--- src/rtl/trig_capture_pkg.sv ---
// Shared types and helpers for the trigger capture block.
package trig_capture_pkg;

    typedef enum logic {
        IDLE  = 1'b0,
        VALID = 1'b1
    } state_t;

    localparam int unsigned DEF_WIDTH = 16;
    localparam int unsigned DEF_CNT_W = 8;

    // Increment v, holding at 2^w-1 instead of wrapping.
    function automatic logic [31:0] sat_inc(input logic [31:0] v, input int unsigned w);
        logic [31:0] max_v;
        max_v = (w >= 32) ? '1 : ((32'd1 << w) - 32'd1);
        return (v >= max_v) ? max_v : v + 32'd1;
    endfunction

endpackage

--- src/rtl/trig_capture_bit.sv ---
// Single trigger bit: sticky pending plus overrun, cleared on read.
module trig_capture_bit (
    input  logic clk,
    input  logic reset_n,
    input  logic ev,
    input  logic clr,
    output logic pending,
    output logic ovf
);

    always_ff @(posedge clk or negedge reset_n) begin
        if (!reset_n) begin
            pending <= 1'b0;
            ovf     <= 1'b0;
        end else if (clr) begin
            // An event in the clearing cycle lands in the fresh state.
            pending <= ev;
            ovf     <= 1'b0;
        end else if (ev) begin
            pending <= 1'b1;
            if (pending)
                ovf <= 1'b1;
        end
    end

endmodule

--- src/rtl/trig_capture.sv ---
// Trigger capture with clear-on-read snapshot handshake.
// Define TRIG_CAPTURE_EDGE_EN to treat ep_trigger as levels (rising-edge events).
module trig_capture
    import trig_capture_pkg::*;
#(
    parameter int unsigned WIDTH = DEF_WIDTH,
    parameter int unsigned CNT_W = DEF_CNT_W
) (
    input  logic             clk,
    input  logic             reset_n,
    input  logic [WIDTH-1:0] ep_trigger,
    input  logic             rd_req,
    input  logic             rd_ack,
    output logic             rd_valid,
    output logic [WIDTH-1:0] rd_data,
    output logic [WIDTH-1:0] rd_ovf,
    output logic [CNT_W-1:0] rd_count,
    output logic             pending_any,
    output logic             rd_busy
);

    logic [WIDTH-1:0] ev;
    logic [WIDTH-1:0] pending;
    logic [WIDTH-1:0] ovf;
    logic [CNT_W-1:0] count;
    logic             any_ev;
    logic             clr;
    state_t           state;

`ifdef TRIG_CAPTURE_EDGE_EN
    logic [WIDTH-1:0] prev;

    always_ff @(posedge clk or negedge reset_n) begin
        if (!reset_n)
            prev <= '0;
        else
            prev <= ep_trigger;
    end

    assign ev = ep_trigger & ~prev;
`else
    assign ev = ep_trigger;
`endif

    assign any_ev      = |ev;
    assign clr         = (state == IDLE) && rd_req;
    assign pending_any = |pending;

    for (genvar i = 0; i < WIDTH; i++) begin : g_bit
        trig_capture_bit u_bit (
            .clk     (clk),
            .reset_n (reset_n),
            .ev      (ev[i]),
            .clr     (clr),
            .pending (pending[i]),
            .ovf     (ovf[i])
        );
    end

    always_ff @(posedge clk or negedge reset_n) begin
        if (!reset_n)
            count <= '0;
        else if (clr)
            count <= CNT_W'(any_ev);
        else if (any_ev)
            count <= CNT_W'(sat_inc(32'(count), CNT_W));
    end

    always_ff @(posedge clk or negedge reset_n) begin
        if (!reset_n) begin
            state    <= IDLE;
            rd_valid <= 1'b0;
            rd_busy  <= 1'b0;
            rd_data  <= '0;
            rd_ovf   <= '0;
            rd_count <= '0;
        end else begin
            case (state)
                IDLE: begin
                    if (rd_req) begin
                        rd_data  <= pending;
                        rd_ovf   <= ovf;
                        rd_count <= count;
                        rd_valid <= 1'b1;
                        rd_busy  <= 1'b1;
                        state    <= VALID;
                    end
                end
                VALID: begin
                    // Requests here are dropped, even alongside an ack.
                    if (rd_ack) begin
                        rd_valid <= 1'b0;
                        rd_busy  <= 1'b0;
                        state    <= IDLE;
                    end
                end
                default: begin
                    state    <= IDLE;
                    rd_valid <= 1'b0;
                    rd_busy  <= 1'b0;
                end
            endcase
        end
    end

endmodule

--- config.mk ---
export PLATFORM = sky130hd
export DESIGN_NAME = trig_capture
export DESIGN_NICKNAME = d
export VERILOG_FILES = /design/src/rtl/trig_capture_pkg.sv /design/src/rtl/trig_capture_bit.sv /design/src/rtl/trig_capture.sv
export SDC_FILE = /design/constraint.sdc
export NUM_CORES = 1
export LEC_CHECK = 0
export ABC_AREA = 0
export CAP_MARGIN = 40
export CELL_PAD_IN_SITES_DETAIL_PLACEMENT = 0
export CELL_PAD_IN_SITES_GLOBAL_PLACEMENT = 1
export CORE_MARGIN = 5
export CORE_UTILIZATION = 41
export DETAILED_ROUTE_END_ITERATION = 7
export GPL_TIMING_DRIVEN = 1
export PLACE_DENSITY = 0.79
export SYNTH_ARGS = -nofsm -noshare
export SYNTH_HDL_FRONTEND = slang
export SYNTH_SLANG_ARGS = --single-unit
--- constraint.sdc ---
create_clock -name clk -period 2.3 [get_ports clk]
set_input_delay 0.345 -clock clk [delete_from_list [all_inputs] [get_ports clk]]
set_output_delay 0.345 -clock clk [all_outputs]
set_load 0.005 [all_outputs]
# Word-level counts from Yosys, hierarchy flattened
# Index checks and enable logic that the tools add are counted.
[totals]
output_inout_bits = 43
memories = 0
latchBits = 0
regBits = 82
mem_bits_ro = 0
ram_bits = 0
wordCells = 186
input_bits = 20
[op_classes]
bitwise = 1
n_div = 0
mux = 89
reduce_logical = 54
order_cmp = 1
n_shift = 0
n_eq_ne = 2
multipliers = 0
add_sub_neg = 1
[op_table]
columns = ["operator", "n"]
rows = [
  ["2-to-1 mux 1 bit", 84],
  ["nonzero test 2 bit", 33],
  ["AND reduction 2 bit", 18],
  ["OR reduction 16 bit", 2],
  ["2-to-1 mux 8 bit", 3],
  ["adder 8 x 1 -> 8 bit (second input constant)", 1],
  [">= comparator 8 bit (second input constant)", 1],
  ["inequality test 2 bit (second input constant)", 2],
  ["one-hot mux 1 bit (2 select lines)", 2],
  ["logical AND 1 bit", 1],
  ["NOT 1 bit", 1],
]

# Logic depth before layout (Yosys ltp)
# Gate-level depths: netlist (run 1).
[logic_depth]
depth_word = 4
mapped_depth = 6
depth_no_buf = 5

# Modules after synthesis
# A second synthesis (run 1) with hierarchy kept.
[hier_totals]
cells_unflattened = 324
hier_area_um2 = 3189.3
[by_module_without_submodules]
columns = ["module", "seq_area_each_um2", "area_each_um2", "cells_each", "n_inst"]
rows = [
  ["trig_capture", 1251.2, 2068.2, 228, 1],
  ["trig_capture_bit", 50.0, 70.1, 6, 16],
]

# Worst setup path after synthesis (run 1)
# No wires, ideal clock.
[synth_timing]
path_kind = "register -> register"
startpoint = "register count[0]"
endpoint = "register count[5]"
arrival_time_ns = 1.392
setup_slack_ns = 0.784
t_required_ns = 2.177
setup_time_ns = 0.123
path_stages_with_launch = 7
synth_period_minus_slack_ns = 1.516
path_buffers = 1
path_cell_list = "dfrtp_1 -> ha_1 -> and3_1 -> buf_2 -> and3_2 -> o31ai_1 -> nor2_1"
[synth_between]
elab_chain_cells = 4
word_cells_on_any_way = 5
classes_between = "add/sub: 1; order compare: 1; mux: 3"
[synth_rtl]
columns = ["element", "line", "source"]
rows = [
  ["start, declared", "trig_capture.sv:25", "logic [CNT_W-1:0] count;"],
  ["start signal, assigned", "trig_capture.sv:64", "count <= CNT_W'(any_ev);"],
  ["start signal, assigned", "trig_capture.sv:66", "count <= CNT_W'(sat_inc(32'(count), CNT_W));"],
  ["adder 8 x 1 -> 8 bit or >= comparator 8 bit (tied branches)", "trig_capture_pkg.sv:16", "return (v >= max_v) ? max_v : v + 32'd1;"],
  ["2-to-1 mux 8 bit *", "trig_capture_pkg.sv:16", ""],
  ["2-to-1 mux 8 bit *", "trig_capture.sv:65", "else if (any_ev)"],
  ["2-to-1 mux 8 bit *", "trig_capture.sv:63", "else if (clr)"],
]
# Every way passes the cells marked *; elsewhere a longest branch is shown, timed or not. The select of a mux whose other input is x is not followed.
# A chain may end at the register's enable or synchronous reset.

# Worst setup path in the final report (run 1)
[layout_timing]
startpoint = "register g_bit[6].u_bit.pending"
endpoint = "output port pending_any"
[layout_between]
elab_chain_cells = 1
[layout_rtl]
columns = ["element", "line", "source"]
rows = [
  ["start, declared", "trig_capture_bit.sv:7", "output logic pending,"],
  ["start signal, assigned", "trig_capture_bit.sv:17", "pending <= ev;"],
  ["OR reduction 16 bit", "trig_capture.sv:47", "assign pending_any = |pending;"],
  ["end, declared", "trig_capture.sv:18", "output logic pending_any,"],
]
# No other way between the ends.

==> run summary, run 1 <==
DPL Wire Length: 4740 um
placed insts: 468
number of synthesized flops with an enable pin: 0
Max-cap violations: 0
crit path capture type: output port
Synth Area in Compound Gates: 9.41%
Hold WC Path Type: input pin to async pin
mux contribution to synthesized area: 0%
fin. max-slew vios: 0
hold buffers post-CTS: 0
worst-path cell chain: nor4_1 > nand4_1 > clkdlybuf4s50_1
CP Class: flip-flop to output port
Net Sw Frac: 28.5%
RSZ-0062 raised after global routing: false
Sw Pwr: 1.09 mW
H-tree depth: 3
Leak Pwr: 1.90 nW
Worst EP arrival: 1790 ps
Clock Latency Late Sink: 350 ps
FP Rows: 32
GR peak layer: met2
full die area: 9570 sq um
fmax: 469 MHz
Post-Synth Adder-Cell Area: 0.396%
area post-placement: 3920 sq um
I/O pin count: 63
post-cts resize count: 0
initial core utilization: 41.6%
Period Utilization, post-route: 92.7%
Internal: 2.74 mW
largest family of logic cells by synthesized area: simple AND/OR/NAND/NOR gates
status: finished clean
clock-pin slew on the worst setup and hold paths: 90 ps
WHS: 3.84 ps
layout cells sized above 1: 8.38%
Layout Nets: 398
drt total wl: 7040 um
Setup Skew: 7.51 ps
Detailed Routing Iterations Pass 1: 4
GP Congestion: 0.808
crit-path max FO: 4
Startpoint Class: flip-flop
Mapped Cells: 315
min Tclk post-route: 2130 ps
slowest stage delay, CP: 490 ps
die width: 97.8 um
PortBufs: 62
largest net degree at the start of global routing: 83
Core Region: 7610 sq um
Final setup viols: 0
Required @ worst endpoint: 1960 ps
CTS buffer count: 9
Async SR Flop Fraction: 100%
pre-CTS setup slack: 282 ps
Global Route met2 Usage: 23.0%
Final Non-Filler Cells: 484
#FFs+latches synth: 82
Comb pwr share: 22.5%
Routed Antenna Nets: 0
Tot Pwr: 3.83 mW
first-pass GRT wire length: 12100 um
sequential share of the synthesized area: 64.9%
CTS root buffer: clkbuf_8
CTS sink count: 82
clock power share: 26.5%
met3 usage: 4.50%
final hold viol count: 0
grt total ovfl: 0
slowest CP cell: clkdlybuf4s50_1
syn_area_per_cell: 10.0 sq um
Diodes inserted: 0
CTS max path bufs: 2
WL/cell: 14.5 um
Pwr Density: 932 nW/um^2
DR vias: 2391
initial DRC count: 127
xor/xnor cell area share of the yosys netlist: 0%
Setup Fix Bufs, Post-CTS: 0
DRC: 0
Layout area overhead: 30.0%
GR Layer Usage met1: 22.2%
vias per inst: 4.94
Final Cell Area: 4110 sq um
number of global-route vias before repair: 2346
sequential power share: 50.9%
Die Ht: 97.8 um
CTS tree: built
final worst setup slack: 168 ps
number of distinct library cells after synthesis: 30
setup_tns: 0 ps
Global Route Usage Sum: 15.7%
Post-Syn Area: 3160 sq um
initial antenna violation count: 0
yosys synthesis warning count: 0
Worst Tran Pin Value: 450 ps
Core Util, Final: 54.0%
Simple-Gate Fraction of Synth Area: 22.8%
Relative slew margins: 70.0%
Syn Nets: 336
Top FF cell, synth: dfrtp_1
worst-case vdd ir drop: 0.494 mV
final cells by class:
type,instances,area [sq um]
repair buffers,68,688
clock inverters,6,67.6
inverters,2,7.51
multi-input cells,214,1040
well taps,102,128
flip-flops and latches,82,2050
clock buffers,10,128
fillers,717,3500
registers in the layout, summed over array words and instances (netlist names):
signal               flops
count                    8
g_bit.u_bit.ovf         16
g_bit.u_bit.pending     16
rd_busy                  1
rd_count                 8
rd_data                 16
rd_ovf                  16
state                    1
placed cells by master (no fill, tap or decap), drive strengths merged, types with 4 or more instances in the layout:
cell type / instances
dfrtp: 82
clkdlybuf4s50: 61
nor4: 8
nor2: 20
buf: 7
nand2: 122
nor3: 5
a21o: 16
and3: 4
a21oi: 20
clkbuf: 10
power groups by stage:
stage / Clock [mW] / Sequential, mW / Combinational [mW]
after global placement: 0 / 1.98 / 0.868
after CTS: 1.06 / 1.96 / 0.885
after detailed placement: 0 / 1.98 / 0.879
after global routing: 1.13 / 2.00 / 0.968
final: 1.02 / 1.95 / 0.864
after floorplan: 0 / 1.93 / 0.361
worst max-delay path, delay by kind of cell (launching register included):
kind	cells	cell delay, ps
DFF	1	450
and+or+nand+nor	2	510
buffers and inverters	1	490
synth_stat cells (all sizes together) (4+ instances only):
master / count / area share (%)
a21o: 16 / 3.8
nor4: 8 / 2.4
dfrtp: 82 / 65
a21oi: 20 / 3.2
nor2: 20 / 2.5
nand2: 122 / 14
buf: 6 / 0.99
clkbuf: 11 / 1.3
nor3: 5 / 0.79
and3: 4 / 0.83
per-layer routing:
metal  vias up  routed length (um)
met2        51                3120
met3        10                 357
met1      1156                3480
met5         -                   0
li1       1174                   -
met4         0                  74
path summary, 6_finish.rpt:
check                                                    from  slack (ps)  cells after the start                                  end
max                        g_bit[6].u_bit.pending$_DFFE_PN0P_         170                      3                          pending_any
min                                                   reset_n           4                      2  g_bit[14].u_bit.pending$_DFFE_PN0P_
max reg2reg                              count[0]$_DFFE_PN0P_         680                      5                 count[4]$_DFFE_PN0P_
min reg2reg                           rd_data[15]$_DFFE_PN0P_         470                      2              rd_data[15]$_DFFE_PN0P_
max in group asynchronous                             reset_n        1920                      2                 count[0]$_DFFE_PN0P_
min in group clk                      rd_data[15]$_DFFE_PN0P_         470                      2              rd_data[15]$_DFFE_PN0P_
logic make-up after synthesis:
group / after synthesis
AOI/OAI and AO/OA: 46
adders and majority gates: 1
buffers and inverters: 19
DFF: 82
and+or+nand+nor: 167
(Power assumes the default switching activity.)
==> run 2: changes to the inputs <==
--- a/config.mk
+++ b/config.mk
@@ -10,10 +10,10 @@
 export CELL_PAD_IN_SITES_DETAIL_PLACEMENT = 0
 export CELL_PAD_IN_SITES_GLOBAL_PLACEMENT = 1
 export CORE_MARGIN = 5
-export CORE_UTILIZATION = 41
+export CORE_UTILIZATION = 39
 export DETAILED_ROUTE_END_ITERATION = 7
 export GPL_TIMING_DRIVEN = 1
-export PLACE_DENSITY = 0.79
+export PLACE_DENSITY = 0.88
 export SYNTH_ARGS = -nofsm -noshare
 export SYNTH_HDL_FRONTEND = slang
 export SYNTH_SLANG_ARGS = --single-unit
==> constraint.sdc (replaced) <==
create_clock -name clk -period 2.4 [get_ports clk]
set_input_delay 0.36 -clock clk [delete_from_list [all_inputs] [get_ports clk]]
set_output_delay 0.36 -clock clk [all_outputs]
set_load 0.005 [all_outputs]
==> run summary, run 2 (synthesis results as in run 1) <==
status: complete, but fails checks
failing checks: negative hold slack
Setup Fix Bufs, Post-CTS: 0 (unchanged)
r2r setup slk: 780 ps (+100 ps)
full die area: 10000 sq um (+4.6%)
fin. max-slew vios: 0 (unchanged)
vias per inst: 4.99 (+1.0%)
Worst R2R Path Depth: 5 (unchanged)
setup_tns: 0 ps (unchanged)
Die Ht: 100 um (+2.3%)
Layout area overhead: 30.3%
crit-path max FO: 4 (unchanged)
grt total ovfl: 0 (unchanged)
clock-pin slew on the worst setup and hold paths: 80 ps (about the same)
RSZ-0062 raised after global routing: false
Detailed Routing Iterations Pass 1: 4 (unchanged)
I/O pin count: 63 (unchanged)
PortBufs: 62 (unchanged)
CTS buffer count: 9 (unchanged)
Met1 Wirelength: 3310 um (-5.0%)
WL/cell: 14.5 um (about the same)
R2R Path Start: count[0]$_DFFE_PN0P_
FP Rows: 32 (unchanged)
most frequent cells in the layout: 121 x nand2_1, 82 x dfrtp_1, 61 x clkdlybuf4s50_1
number of global-route vias before repair: 2398 (+2.2%)
hold buffers post-CTS: 0 (unchanged)
top layer in use: met4
Diodes inserted: 0 (unchanged)
min Tclk post-route: 2150 ps
DR vias: 2426 (+1.5%)
first-pass GRT wire length: 12100 um (+0.35%)
initial antenna violation count: 0 (unchanged)
WHS: -9.44 ps (-13.3 ps)
Final setup viols: 0 (unchanged)
Clock Latency Late Sink: 350 ps (about the same)
DRC: 0 (unchanged)
largest net degree at the start of global routing: 63 (-24%)
# fillers: 741 (+3.3%)
Met3 Wirelength: 382 um (+7.0%)
Core Region: 7810 sq um (+2.6%)
Layout Nets: 400 (+0.50%)
CTS root buffer: clkbuf_8
die width: 100 um (+2.3%)
final worst setup slack: 247 ps (+78.7 ps)
commonest non-fill, non-tap cell in the layout: nand2_1
DPL Wire Length: 5010 um (+5.6%)
Required @ worst endpoint: 2040 ps (+80 ps)
Global Route Usage Sum: 15.6% (-0.16 points)
Leak Pwr: 1.92 nW (+0.95%)
crit path capture type: output port
Hold WC Path Type: input pin to async pin
CTS tree: built
Worst Tran Pin Value: 563 ps (+113 ps)
Startpoint Class: flip-flop
Relative slew margins: 62.5% (-7.5 points)
fmax: 464 MHz
initial core utilization: 40.5% (-1.1 points)
CTS sink count: 82 (unchanged)
CTS max path bufs: 2 (unchanged)
GP Congestion: 0.785 (-2.8%)
Setup Skew: 10.1 ps (+2.63 ps)
RR Endpoint: count[5]$_DFFE_PN0P_
initial DRC count: 136 (+7.1%)
Worst EP arrival: 1790 ps (about the same)
drt total wl: 7070 um (+0.45%)
met2 routed WL: 3290 um (+5.4%)
H-tree depth: 3 (unchanged)
Period Utilization, post-route: 89.7%
pre-CTS setup slack: 224 ps (-57.7 ps)
Routed Antenna Nets: 0 (unchanged)
final hold viol count: 2 (+2)
Max-cap violations: 0 (unchanged)
post-cts resize count: 0 (unchanged)
CP Class: flip-flop to output port
layout cells sized above 1: 9.11% (+0.74 points)
worst-case vdd ir drop: 0.431 mV (-13%)
Pwr Density: 901 nW/um^2 (-3.3%)
run 2: how the worst max path moves through the flow:
stage | start | endpoint | cells after the start
after floorplan | count[0]$_DFFE_PN0P_ | count[5]$_DFFE_PN0P_ | 6
after global placement | ep_trigger[9] | count[6]$_DFFE_PN0P_ | 5
after detailed placement | ep_trigger[9] | count[6]$_DFFE_PN0P_ | 5
after CTS | g_bit[6].u_bit.pending$_DFFE_PN0P_ | pending_any | 3
after global routing | g_bit[6].u_bit.pending$_DFFE_PN0P_ | pending_any | 3
final | g_bit[6].u_bit.pending$_DFFE_PN0P_ | pending_any | 3
run 2: critical path, stage by stage (launching register included):
cell             delay (ps)
dfrtp_1                 430
nor4_1                  380
nand4_1                 140
clkdlybuf4s50_1         500
run 2: area by class of cell:
type | count | area [sq um] | share of cell area, %
clock inverter | 5 | 52.6 | 1.27
sequential | 82 | 2050 | 49.8
timing repair buffer | 70 | 691 | 16.8
tap | 102 | 128 | 3.10
inverter | 2 | 7.51 | 0.182
clock buffer | 11 | 151 | 3.67
multi-input combinational | 214 | 1040 | 25.3
run 2: routing by layer:
metal	global-route usage, %	vias up
met3	4.66	8
met1	20.8	1195
met5	0	-
met2	23.9	53
met4	6.22	0
li1	-	1170
run 2: metrics by stage:
stage | area, sq um | utilization, % | total power, mW | instances
2_1_floorplan | 3160 | - | 2.20 | 315
3_3_place_gp | 3920 | 50.2 | 2.73 | 470
3_5_place_dp | 3920 | 50.2 | 2.75 | 470
4_1_cts | 4120 | 52.8 | 3.77 | 486
5_1_grt | 4120 | 52.8 | 3.96 | 486
6_report | 4120 | 52.8 | 3.71 | 486
run 2: where the power goes:
group | switching, mW | leakage [nW] | internal [mW]
sequential | 0.209 | 0.967 | 1.66
combinational | 0.354 | 0.845 | 0.484
clock | 0.475 | 0.105 | 0.532
==> run 3: changes to the inputs <==
--- a/config.mk
+++ b/config.mk
@@ -5,7 +5,7 @@
 export SDC_FILE = /design/constraint.sdc
 export NUM_CORES = 1
 export LEC_CHECK = 0
-export ABC_AREA = 0
+export ABC_AREA = 1
 export CAP_MARGIN = 40
 export CELL_PAD_IN_SITES_DETAIL_PLACEMENT = 0
 export CELL_PAD_IN_SITES_GLOBAL_PLACEMENT = 1
@@ -13,7 +13,8 @@
 export CORE_UTILIZATION = 39
 export DETAILED_ROUTE_END_ITERATION = 7
 export GPL_TIMING_DRIVEN = 1
-export PLACE_DENSITY = 0.88
+export HOLD_SLACK_MARGIN = 0.05
+export PLACE_DENSITY = 0.87
 export SYNTH_ARGS = -nofsm -noshare
 export SYNTH_HDL_FRONTEND = slang
 export SYNTH_SLANG_ARGS = --single-unit
==> run summary, run 3 <==
status: finished clean
Worst Tran Pin Value: 549 ps (-13.8 ps)
Setup Skew: 11.6 ps (+1.48 ps)
die width: 103 um (+2.8%)
number of synthesized flops with an enable pin: 0 (unchanged)
# fillers: 773 (+4.3%)
WL/cell: 13.8 um (-4.8%)
Final setup viols: 0 (unchanged)
Top FF cell, synth: dfrtp_1
Global Route Usage Sum: 14.9% (-0.61 points)
count leader, synth: nand2_1
area of the multi-input gates: 1060 sq um (+1.9%)
yosys synthesis warning count: 0 (unchanged)
placed insts: 509 (+8.3%)
commonest non-fill, non-tap cell in the layout: nand2_1
initial DRC count: 131 (-3.7%)
Worst EP arrival: 1850 ps (+60 ps)
drt total wl: 7280 um (+3.0%)
Final Non-Filler Cells: 526 (+8.2%)
syn_area_per_cell: 9.50 sq um (-5.4%)
CTS root buffer: clkbuf_8
Post-synth top cells: 83 x nand2_1, 82 x dfrtp_1, 55 x o21ai_0
most frequent cells in the layout: 83 x nand2_1, 82 x dfrtp_1, 61 x clkdlybuf4s50_1
Net Sw Frac: 28.7% (+0.72 points)
Tot Pwr: 3.81 mW (+2.5%)
Final Cell Area: 4290 sq um (+4.2%)
CTS max path bufs: 2 (unchanged)
Sw Pwr: 1.09 mW (+5.1%)
Internal: 2.72 mW (+1.5%)
top-area cell type share of the netlist area: 61.0% (-3.9 points)
Hold WC Path Type: flip-flop to flip-flop
Crit. Startpoint: g_bit[9].u_bit.pending$_DFFE_PN0P_
DRC: 0 (unchanged)
Layout Nets: 437 (+9.3%)
Startpoint Class: flip-flop
fin. max-slew vios: 0 (unchanged)
Async SR Flop Fraction: 100% (unchanged)
min Tclk post-route: 2210 ps (+59.9 ps)
WHS: 474 ps (+484 ps)
Clock Latency Late Sink: 350 ps (about the same)
CTS buffer count: 9 (unchanged)
Diodes inserted: 0 (unchanged)
Mapped Cells: 354 (+12%)
Required @ worst endpoint: 2040 ps (about the same)
pre-CTS setup slack: 544 ps (+320 ps)
layout cells sized above 1: 7.60% (-1.5 points)
final hold viol count: 0 (-2)
largest net degree at the start of global routing: 100 (+59%)
vias per inst: 4.79 (-4.1%)
sequential power share: 48.3% (-2.0 points)
register area: 2050 sq um (unchanged)
initial antenna violation count: 0 (unchanged)
DPL Wire Length: 4980 um (-0.68%)
hold path startpoint: state$_DFF_PN0_
crit-path max FO: 3 (-1)
number of distinct library cells after synthesis: 26 (-13%)
CP Class: flip-flop to output port
Detailed Routing Iterations Pass 1: 4 (unchanged)
Die Ht: 103 um (+2.8%)
Period Utilization, post-route: 92.2% (+2.5 points)
DR vias: 2517 (+3.8%)
CTS tree: built
area post-placement: 4070 sq um (+3.9%)
H-tree depth: 3 (unchanged)
Relative slew margins: 63.4% (+0.92 points)
clock power share: 27.6% (+0.5 points)
worst-case vdd ir drop: 0.281 mV (-35%)
Syn Nets: 375 (+12%)
Pwr Density: 887 nW/um^2 (-1.6%)
Core Region: 8300 sq um (+6.3%)
GP Congestion: 0.813 (+3.6%)
setup_tns: 0 ps (unchanged)
RSZ-0062 raised after global routing: false
final worst setup slack: 187 ps (-59.9 ps)
first-pass GRT wire length: 12200 um (+0.28%)
I/O pin count: 63 (unchanged)
clock-pin slew on the worst setup and hold paths: 90 ps (about the same)
Routed Antenna Nets: 0 (unchanged)
Core Util, Final: 51.7% (-1.1 points)
Synth area leaders: dfrtp_1 61%, nand2_1 9.3%, o21ai_0 8.2%
FP Rows: 33 (+3.1%)
Comb pwr share: 24.1% (+1.5 points)
fmax: 452 MHz (-2.7%)
Max-cap violations: 0 (unchanged)
grt total ovfl: 0 (unchanged)
Layout area overhead: 27.7%
R2R Path Start: count[0]$_DFFE_PN0P_
#FFs+latches synth: 82 (unchanged)
Post-Syn Area: 3360 sq um (+6.3%)
full die area: 10600 sq um (+5.7%)
crit path capture type: output port
initial core utilization: 40.5% (about the same)
Leak Pwr: 2.07 nW (+8.2%)
PortBufs: 62 (unchanged)
number of global-route vias before repair: 2489 (+3.8%)
Synth area leader: dfrtp_1
CTS sink count: 82 (unchanged)
sequential share of the synthesized area: 61.0% (-3.9 points)
run 3: cell types whose count changed after synthesis, moves of 15 or more:
cell      before  now
a21o_1        16    0
o21bai_1       0   15
inv_1          1   41
o21ai_0        1   55
nand3_1        1   26
a21oi_1       20    1
nand2_1      122   83
run 3: area by class of cell:
class | count | area share, %
Inverter | 43 | 3.76
Clock buffer | 11 | 3.53
Tap cell | 105 | 3.06
Multi-Input combinational cell | 214 | 24.7
Timing Repair Buffer | 66 | 15.7
Sequential cell | 82 | 47.8
Clock inverter | 5 | 1.43
run 3: cells by family (layout without fill, tap and decap cells):
| kind of cell | count (synthesis) | count (layout) | synth area share [%] |
|---|---|---|---|
| simple gates | 136 | 136 | 18.2 |
| flops | 82 | 82 | 61.0 |
| compound gates | 76 | 76 | 12.7 |
| buf+inv | 58 | 125 | 7.44 |
| fa+ha+maj | 1 | 1 | 0.372 |
| xor+xnor | 1 | 1 | 0.260 |
run 3: metal layers:
layer	share of wire (%)	GRT usage (%)	vias up
li1	-	-	1260
met1	47	20.4	1195
met2	47	22.8	57
met3	5.2	4.53	5
met4	1.1	5.08	0
met5	0	0	-
run 3: path summary, 6_finish.rpt:
check / to / slack, ps / depth (start not counted)
max: pending_any / 190 / 3
min: rd_busy$_DFFE_PN0P_ / 470 / 1
max reg2reg: count[0]$_DFFE_PN0P_ / 940 / 7
min reg2reg: rd_busy$_DFFE_PN0P_ / 470 / 1
max in group asynchronous: rd_ovf[0]$_DFFE_PN0P_ / 1250 / 3
min in group asynchronous: rd_data[8]$_DFFE_PN0P_ / 520 / 2
run 3: repair_timing:
| item | CTS | global route |
|---|---|---|
| hold buffers | 1 | 0 |
| gates resized for setup | 0 | 0 |
| hold endpoints to repair | 41 | 0 |
| setup buffers | 0 | 0 |
run 3: power by group through the flow:
stage / combinational [mW] / sequential, mW / clock (mW)
3_3_place_gp: 0.905 / 1.86 / 0
4_1_cts: 0.937 / 1.84 / 1.07
5_1_grt: 1.03 / 1.88 / 1.14
2_1_floorplan: 0.393 / 1.85 / 0
3_5_place_dp: 0.929 / 1.87 / 0
6_report: 0.918 / 1.84 / 1.05
run 3: worst max-delay path, cell delays in order (launching register included):
cell and delay, ps:
dfrtp_1 400, nor4_1 430, nand4_1 170, clkdlybuf4s50_1 490
